File: config.mk
export PLATFORM = sky130hd
export DESIGN_NAME = adder_result_accumulator_flat
export DESIGN_NICKNAME = d
export VERILOG_FILES = /design/src/rtl/adder_result_accumulator_if.sv /design/src/rtl/adder_result_accumulator.sv /design/src/flat_wrapper.sv
export SDC_FILE = /design/constraint.sdc
export NUM_CORES = 1
export LEC_CHECK = 0
export CORE_UTILIZATION = 55
export CTS_BUF_LIST = sky130_fd_sc_hd__clkbuf_4 sky130_fd_sc_hd__clkbuf_8 sky130_fd_sc_hd__clkbuf_16
export CTS_CLUSTER_SIZE = 16
export DETAILED_ROUTE_END_ITERATION = 6
export GPL_TIMING_DRIVEN = 0
export PLACE_DENSITY = 0.91
export SLEW_MARGIN = 40
export SYNTH_ARGS = -nofsm -noshare
export SYNTH_HDL_FRONTEND = slang
export SYNTH_SLANG_ARGS = --single-unit
File: constraint.sdc
create_clock -name TClk -period 2.9 [get_ports TClk]
set_input_delay 0.58 -clock TClk [delete_from_list [all_inputs] [get_ports TClk]]
set_output_delay 0.58 -clock TClk [all_outputs]
set_load 0.005 [all_outputs]
File: src/rtl/adder_result_accumulator_if.sv
// Handshake bundle between the adder output, the batch accumulator and the result consumer.
interface adder_result_accumulator_if #(
  parameter int WIDTH     = 32,
  parameter int COUNT     = 4,
  parameter int ACC_WIDTH = 34
);
  localparam int CNT_W = $clog2(COUNT) + 1;

  logic                 in_valid;
  logic                 in_ready;
  logic [WIDTH-1:0]     Sum;
  logic                 Cout;
  logic                 flush;
  logic                 out_valid;
  logic                 out_ready;
  logic [ACC_WIDTH-1:0] out_acc;
  logic [CNT_W-1:0]     out_beats;
  logic                 out_ovf;

  modport slave (
    input  in_valid, Sum, Cout, flush, out_ready,
    output in_ready, out_valid, out_acc, out_beats, out_ovf
  );

  modport master (
    output in_valid, Sum, Cout, flush, out_ready,
    input  in_ready, out_valid, out_acc, out_beats, out_ovf
  );
endinterface

File: src/rtl/adder_result_accumulator.sv
// Sums COUNT {Cout,Sum} adder results (or a flushed partial batch) into one wide total with a sticky overflow flag.
// Result registered one cycle after the closing beat; in_ready low while a total waits; ACC_SATURATE_EN clamps instead of wrapping.
module adder_result_accumulator #(
  parameter int WIDTH     = 32,
  parameter int COUNT     = 4,
  parameter int ACC_WIDTH = 34
) (
  input  logic                        TClk,
  input  logic                        TRst_n,
  adder_result_accumulator_if.slave   bus
);
  localparam int CNT_W = $clog2(COUNT) + 1;
  localparam logic [CNT_W-1:0] LAST = CNT_W'(COUNT - 1);

  typedef enum logic {ACCUM, DONE} state_t;

  state_t               state_q, state_d;
  logic [ACC_WIDTH-1:0] acc_q, acc_d, operand;
  logic [ACC_WIDTH:0]   sum_wide;
  logic [WIDTH:0]       result_w;
  logic [CNT_W-1:0]     cnt_q, cnt_d;
  logic                 ovf_q, ovf_d;
  logic                 xfer, close, carry;

  logic                 out_valid_q;
  logic [ACC_WIDTH-1:0] out_acc_q;
  logic [CNT_W-1:0]     out_beats_q;
  logic                 out_ovf_q;

  assign result_w = {bus.Cout, bus.Sum};
  assign operand  = ACC_WIDTH'(result_w);
  assign sum_wide = {1'b0, acc_q} + {1'b0, operand};
  assign carry    = sum_wide[ACC_WIDTH];

  always_comb begin
    state_d = state_q;
    xfer    = 1'b0;
    close   = 1'b0;
    acc_d   = acc_q;
    cnt_d   = cnt_q;
    ovf_d   = ovf_q;
    case (state_q)
      ACCUM: begin
        xfer = bus.in_valid;
        if (xfer) begin
`ifdef ACC_SATURATE_EN
          // once clamped, the batch total stays pinned at all-ones
          acc_d = (ovf_q || carry) ? '1 : sum_wide[ACC_WIDTH-1:0];
`else
          acc_d = sum_wide[ACC_WIDTH-1:0];
`endif
          cnt_d = cnt_q + 1'b1;
          ovf_d = ovf_q | carry;
        end
        close = (xfer && cnt_q == LAST) || (bus.flush && (cnt_q != '0 || xfer));
        if (close) state_d = DONE;
      end
      DONE: begin
        if (out_valid_q && bus.out_ready) state_d = ACCUM;
      end
      default: state_d = ACCUM;
    endcase
  end

  always_ff @(posedge TClk or negedge TRst_n) begin
    if (!TRst_n) begin
      state_q     <= ACCUM;
      acc_q       <= '0;
      cnt_q       <= '0;
      ovf_q       <= 1'b0;
      out_valid_q <= 1'b0;
      out_acc_q   <= '0;
      out_beats_q <= '0;
      out_ovf_q   <= 1'b0;
    end else begin
      state_q <= state_d;
      if (close) begin
        out_valid_q <= 1'b1;
        out_acc_q   <= acc_d;
        out_beats_q <= cnt_d;
        out_ovf_q   <= ovf_d;
        acc_q       <= '0;
        cnt_q       <= '0;
        ovf_q       <= 1'b0;
      end else begin
        acc_q <= acc_d;
        cnt_q <= cnt_d;
        ovf_q <= ovf_d;
        if (state_q == DONE && out_valid_q && bus.out_ready) out_valid_q <= 1'b0;
      end
    end
  end

  assign bus.in_ready  = (state_q == ACCUM);
  assign bus.out_valid = out_valid_q;
  assign bus.out_acc   = out_acc_q;
  assign bus.out_beats = out_beats_q;
  assign bus.out_ovf   = out_ovf_q;
endmodule

File: src/flat_wrapper.sv
// flat-port wrapper written by rule: the top's interface ports become plain ports
module adder_result_accumulator_flat 
#(
  parameter int WIDTH     = 32,
  parameter int COUNT     = 4,
  parameter int ACC_WIDTH = 34
)
  (TClk, TRst_n, bus_in_valid, bus_Sum, bus_Cout, bus_flush, bus_out_ready, bus_in_ready, bus_out_valid, bus_out_acc, bus_out_beats, bus_out_ovf);
  adder_result_accumulator_if #(.WIDTH(WIDTH), .COUNT(COUNT), .ACC_WIDTH(ACC_WIDTH)) bus_i ();
  input  logic TClk;
  input  logic TRst_n;
  input wire logic [$bits(bus_i.in_valid)-1:0] bus_in_valid;
  input wire logic [$bits(bus_i.Sum)-1:0] bus_Sum;
  input wire logic [$bits(bus_i.Cout)-1:0] bus_Cout;
  input wire logic [$bits(bus_i.flush)-1:0] bus_flush;
  input wire logic [$bits(bus_i.out_ready)-1:0] bus_out_ready;
  output wire logic [$bits(bus_i.in_ready)-1:0] bus_in_ready;
  output wire logic [$bits(bus_i.out_valid)-1:0] bus_out_valid;
  output wire logic [$bits(bus_i.out_acc)-1:0] bus_out_acc;
  output wire logic [$bits(bus_i.out_beats)-1:0] bus_out_beats;
  output wire logic [$bits(bus_i.out_ovf)-1:0] bus_out_ovf;
  assign bus_i.in_valid = bus_in_valid;
  assign bus_i.Sum = bus_Sum;
  assign bus_i.Cout = bus_Cout;
  assign bus_i.flush = bus_flush;
  assign bus_i.out_ready = bus_out_ready;
  assign bus_in_ready = bus_i.in_ready;
  assign bus_out_valid = bus_i.out_valid;
  assign bus_out_acc = bus_i.out_acc;
  assign bus_out_beats = bus_i.out_beats;
  assign bus_out_ovf = bus_i.out_ovf;
  adder_result_accumulator #(.WIDTH(WIDTH), .COUNT(COUNT), .ACC_WIDTH(ACC_WIDTH)) u_core (.TClk(TClk), .TRst_n(TRst_n), .bus(bus_i));
endmodule
==> results of run 1 <==
==> final cells by class <==
| type | count | area (um^2) | share of cell area [%] |
|---|---|---|---|
| clock inverters | 5 | 35.0 | 0.560 |
| repair buffers | 82 | 842 | 13.4 |
| multi-input cells | 444 | 2980 | 47.6 |
| clock buffers | 11 | 145 | 2.32 |
| plain buffers | 25 | 97.6 | 1.56 |
| well taps | 108 | 135 | 2.16 |
| inverters | 20 | 75.1 | 1.20 |
| flip-flops and latches | 78 | 1950 | 31.2 |
==> sequential cells by signal, indices dropped and copies added (netlist names) <==
signal                cells
u_core.state_q            1
u_core.bus.out_beats      3
u_core.ovf_q              1
u_core.bus.out_acc       34
u_core.cnt_q              3
u_core.acc_q             34
u_core.bus.out_ovf        1
u_core.bus.out_valid      1
==> report_power, final <==
group          switching (mW)  total, mW  internal (mW)
Combinational            1.77       3.39           1.62
Sequential              0.282       1.81           1.53
Clock                   0.415      0.757          0.342
==> through the flow <==
stage	std cells	setup TNS, ns	power, mW
after detailed placement	760	-16.55	4.90
after floorplan	574	0	3.88
final	773	0	5.96
after CTS	776	0	5.76
after global routing	773	-0.0561	6.42
after global placement	759	-125.65	4.78
==> worst max-delay path by stage <==
stage,to,slack [ns],cells past startpoint
global route,u_core.bus.out_acc[29],-0.03,10
detailed placement,u_core.bus.out_acc[24],-0.54,11
global placement,u_core.acc_q[2],-1.43,1
floorplan,u_core.bus.out_acc[32],0.20,10
finish,u_core.acc_q[30],0.1,10
CTS,u_core.bus.out_acc[31],0.003,11
==> synthesized netlist by cell type (4+ instances only) <==
cell type | instances | share of area [%]
nand4_1 | 8 | 1.0
o211ai_1 | 5 | 0.76
or3_1 | 4 | 0.51
o21ai_0 | 49 | 5.0
nor2_1 | 66 | 5.0
xnor2_1 | 14 | 2.5
nand2b_1 | 4 | 0.51
mux2i_1 | 15 | 3.0
o21a_1 | 4 | 0.61
xor2_1 | 14 | 2.5
a31oi_1 | 9 | 1.1
inv_1 | 20 | 1.5
a21oi_1 | 61 | 6.2
nor3_1 | 8 | 0.81
nand3_1 | 8 | 0.81
a21o_1 | 18 | 2.7
and3_1 | 5 | 0.63
o22ai_1 | 5 | 0.63
a211oi_1 | 5 | 0.76
nand2_1 | 62 | 4.7
clkbuf_1 | 26 | 2.0
ha_1 | 36 | 9.1
dfrtp_1 | 78 | 39
==> repair_timing <==
| action | 4_1_cts | 5_1_grt |
|---|---|---|
| resized for setup | 11 | 35 |
| setup endpoints to repair | 26 | 30 |
| hold buffers | 0 | 0 |
| pin swaps | 5 | 13 |
| endpoints found under the hold margin | 0 | 0 |
| buffers inserted | 2 | 2 |
==> per-layer routing <==
metal  GRT usage, %  part of all wire, %  vias up
li1               -                    -     2202
met1           36.3                   43     2252
met2           49.0                   50      125
met3           5.78                  5.1       24
met4           8.50                  1.8        0
met5              0                    0        -
==> cell families after synthesis <==
| kind of cell | share of synthesized area (%) |
|---|---|
| AO/OA/AOI/OAI | 23.4 |
| AND/OR/NAND/NOR | 15.7 |
| flip-flops | 39.4 |
| buffers and inverters | 4.02 |
| adder cells (fa/ha/maj) | 9.50 |
| XOR/XNOR | 4.95 |
| multiplexers | 3.03 |
==> results.cfg, run 1 <==
[synth]
syn_area_um2 = 4950
ys_warn_count = 0
ys_seq_area_share_pct = 39.4
syn_area_per_cell_um2 = 8.63
synth-edff-count = 0
synth_cells = 574
async_reset_ff_share_pct = 100
synth_nets = 649
ys_seq_elements = 78
synth.distinct_cells = 55
synth_flop_cell = dfrtp_1

[setup_path]
startpoint = bus_Sum[7]
end_kind = flop
r2r_cells = 10
r2r-start = u_core.acc_q[0]
startpoint_type = primary input
crit_top_cell = a211oi_2
path_buf_inv = 1
r2r_setup_slack_ns = 0.18
crit-reg2reg-capture = u_core.bus.out_acc[24]
cp_cell_sequence = clkdlybuf4s50_1 > ha_2 > a211oi_2 > o21ai_1 > a211oi_2 > nand2_4 > a31oi_4 > nor2b_1 > or3_1 > a31oi_1
cp_max_fo = 4
critPathArrivalTime_ns = 3.07
crit_path_max_incr_delay_ns = 0.48
worst_path_dominant_cell_family = compound AO/OA/AOI/OAI gates
path_class = primary input to flop
worstPathRequired_ns = 3.17
slowest_stage = clkdlybuf4s50_1

[cells_and_area]
final_nets = 735
layout_common_cells = 78 x dfrtp_1, 71 x clkdlybuf4s50_1, 65 x nor2_1
fillers = 688
final_area_um2 = 6260
drive_above_1_share_pct = 10.1
final_common_cell = dfrtp_1
antenna_cells = 0
syn_to_final_growth_pct = 26.4
fin_util_pct = 71.8

[floorplanning]
dieArea_um2 = 9390
rows = 34
coreArea_um2 = 8720
pin_count = 78
die_h_um = 96.9
dieWidth_um = 96.9
start_util_pct = 56.8

[sta]
worst_hold_slack_ns = 0.0585
relSlewSlack_pct = 53.9
worst_slack_ns = 0.0985
tightest_slew_ns = 0.692
finalMaxSlewViolations = 0
final.setup_skew_ns = 0.0113
fin_crit_sh_pct = 96.6
fin_crit_ns = 2.80
max_clock_freq_mhz = 357
finalHoldViolCount = 0
setup_viol = 0

[grt]
grt_max_degree = 57
antenna_found_initial = 0
grt_usage_pct = 28.6
grt_pass1_wl_mm = 21.8
grt_pass1_vias = 4675
grt_overflow_total = 0

[clocking]
insertion_delay_ns = 0.36
cts_buffer_depth = 2
h-tree-depth = 3
cts.clk_slew.worst_paths_ns = 0.08
root_buffer = clkbuf_8
cts.sinks = 78
cts_buffers = 9
cts_tree = done

[routing]
wl_mm = 13.1
drc = 0
vias = 4603
drt-pass1-iter-count = 4
first_iter_violations = 230
antenna_left = 0
wl_per_cell_um = 17.0
viasPerCell = 5.95

[placed_design]
dpl.hpwl_mm = 9.60
dp_slack_ns = -0.538
port_buffers = 77
gp_congestion = 0.936
place_area_um2 = 5890

[power]
ir_drop_uv = 585
powerDensity_nw_per_um2 = 952
p_leak_nw = 2.81

[hold_path]
min_path_type = primary input to asynchronous set/reset pin

[status]
outcome = finished, final reports clean

[flow_run]
cap_viol_max_count = 0
Power figures use the tool's default switching activity.
==> run 2, diff against run 1 <==
- HOLD_SLACK_MARGIN: unset -> 0.02
- PLACE_DENSITY: 0.91 -> 0.81
==> results.cfg, run 2 (synthesized netlist as in run 1, its figures left out) <==
[setup_path]
worst_path_dominant_cell_family = simple AND/OR/NAND/NOR gates
r2r_cells = 11
critPathArrivalTime_ns = 3.09
slowest_stage = clkdlybuf4s50_1
cp_cell_sequence = clkdlybuf4s50_1 > ha_2 > a21oi_1 > o21ai_1 > or3_1 > or3_4 > a31oi_2 > xnor2_2 > nand2_1 > a31oi_1
r2r_setup_slack_ns = 0.24
end_kind = flop
startpoint_type = primary input
worstPathRequired_ns = 3.19
r2r-start = u_core.acc_q[0]
path_buf_inv = 1
crit-reg2reg-capture = u_core.bus.out_acc[14]
path_class = primary input to flop
cp_max_fo = 8
crit_path_max_incr_delay_ns = 0.48

[grt]
grt_max_degree = 41
grt_pass1_wl_mm = 22.2
grt_usage_pct = 29.5
antenna_found_initial = 0
grt_pass1_vias = 4602
grt_overflow_total = 0

[sta]
max_clock_freq_mhz = 358
finalHoldViolCount = 0
setup_viol = 0
fin_crit_ns = 2.80
final.setup_skew_ns = 0.0122
finalMaxSlewViolations = 0
relSlewSlack_pct = 50.2
worst_slack_ns = 0.104
grt_setup_unrepaired = false
tightest_slew_ns = 0.747
fin_crit_sh_pct = 96.4

[floorplanning]
start_util_pct = 56.8
dieWidth_um = 96.9
dieArea_um2 = 9390
die_h_um = 96.9
coreArea_um2 = 8720
rows = 34
pin_count = 78

[clocking]
ctsHoldBuffers = 0
cts_tree = done
insertion_delay_ns = 0.37
cts.clk_slew.worst_paths_ns = 0.08
h-tree-depth = 3
root_buffer = clkbuf_8
cts.sinks = 78
cts_buffers = 9
cts_buffer_depth = 2

[routing]
viasPerCell = 5.90
drc = 0
wl_per_cell_um = 17.4
wl_mm = 13.5
antenna_left = 0
vias = 4582
drt-pass1-iter-count = 5
first_iter_violations = 239

[hold_path]
min_path_type = primary input to asynchronous set/reset pin

[status]
outcome = finished, final reports clean

[cells_and_area]
layout_common_cells = 78 x dfrtp_1, 71 x clkdlybuf4s50_1, 66 x nor2_1
fin_util_pct = 72.0
syn_to_final_growth_pct = 26.8
final_nets = 738
final_area_um2 = 6280
drive_above_1_share_pct = 9.88
antenna_cells = 0
final_common_cell = dfrtp_1

[power]
clock_power_share_pct = 13.8
combPwrFrac_pct = 56.3
p_sw_mw = 2.49
ir_drop_uv = 563
powerDensity_nw_per_um2 = 963
p_leak_nw = 2.84
p_int_mw = 3.56
switching_share_pct = 41.1
p_seq_share_pct = 29.9

[placed_design]
gp_congestion = 0.907
dpl.hpwl_mm = 9.88
place_area_um2 = 5880
dp_slack_ns = -0.537
port_buffers = 77

[flow_run]
cap_viol_max_count = 0
run 2: layout make-up:
class,instances,area (um^2)
Buffer,25,97.6
Clock buffer,10,131
Clock inverter,6,62.6
Fill cell,692,2440
Inverter,20,75.1
Multi-Input combinational cell,444,2960
Sequential cell,78,1950
Tap cell,108,135
Timing Repair Buffer,85,861
run 2: routing by layer:
metal	wire length, um	global-route usage [%]	vias up
met1	6050	39.3	2214
li1	-	-	2212
met3	619	4.34	20
met4	218	10.1	0
met5	0	0	-
met2	6630	49.3	136
run 2: power groups by stage:
stage	Combinational [mW]	Clock (mW)	Sequential [mW]
after floorplan	2.10	0	1.78
after global placement	3.03	0	1.78
after detailed placement	3.11	0	1.81
after CTS	3.21	0.843	1.79
after global routing	3.76	0.883	1.86
final	3.40	0.834	1.81
run 2: stage by stage:
stage	TNS (ns)	power [mW]	hold WS [ns]	std cells
finish	0	6.04	0.102	776
floorplan	0	3.88	0.284	574
CTS	-0.0304	5.84	0.105	776
global placement	-124.74	4.81	0.466	759
detailed placement	-17.46	4.91	0.470	760
global route	0	6.50	0.131	776
run 2: worst max-delay path by stage:
stage,start,to,slack [ns],cells after the start
2_1_floorplan,bus_Sum[0],u_core.bus.out_acc[32],0.20,10
5_1_grt,bus_Sum[5],u_core.bus.out_acc[14],0.006,10
3_3_place_gp,TRst_n,u_core.acc_q[22],-1.40,1
4_1_cts,bus_Sum[0],u_core.bus.out_acc[24],-0.02,11
6_report,bus_Sum[24],u_core.bus.out_acc[29],0.10,10
3_5_place_dp,bus_Sum[0],u_core.bus.out_acc[24],-0.54,11
run 2: what timing repair did:
action	CTS	global route
resized for setup	12	31
setup endpoints to repair	27	40
hold endpoints to repair	0	0
pin swaps	7	19
buffers inserted	3	4
==> run 3, diff against run 2 <==
- CTS_CLUSTER_DIAMETER: unset -> 200
==> results of run 3 <==
Final layout, timing and power as in run 2 (identical DEF).
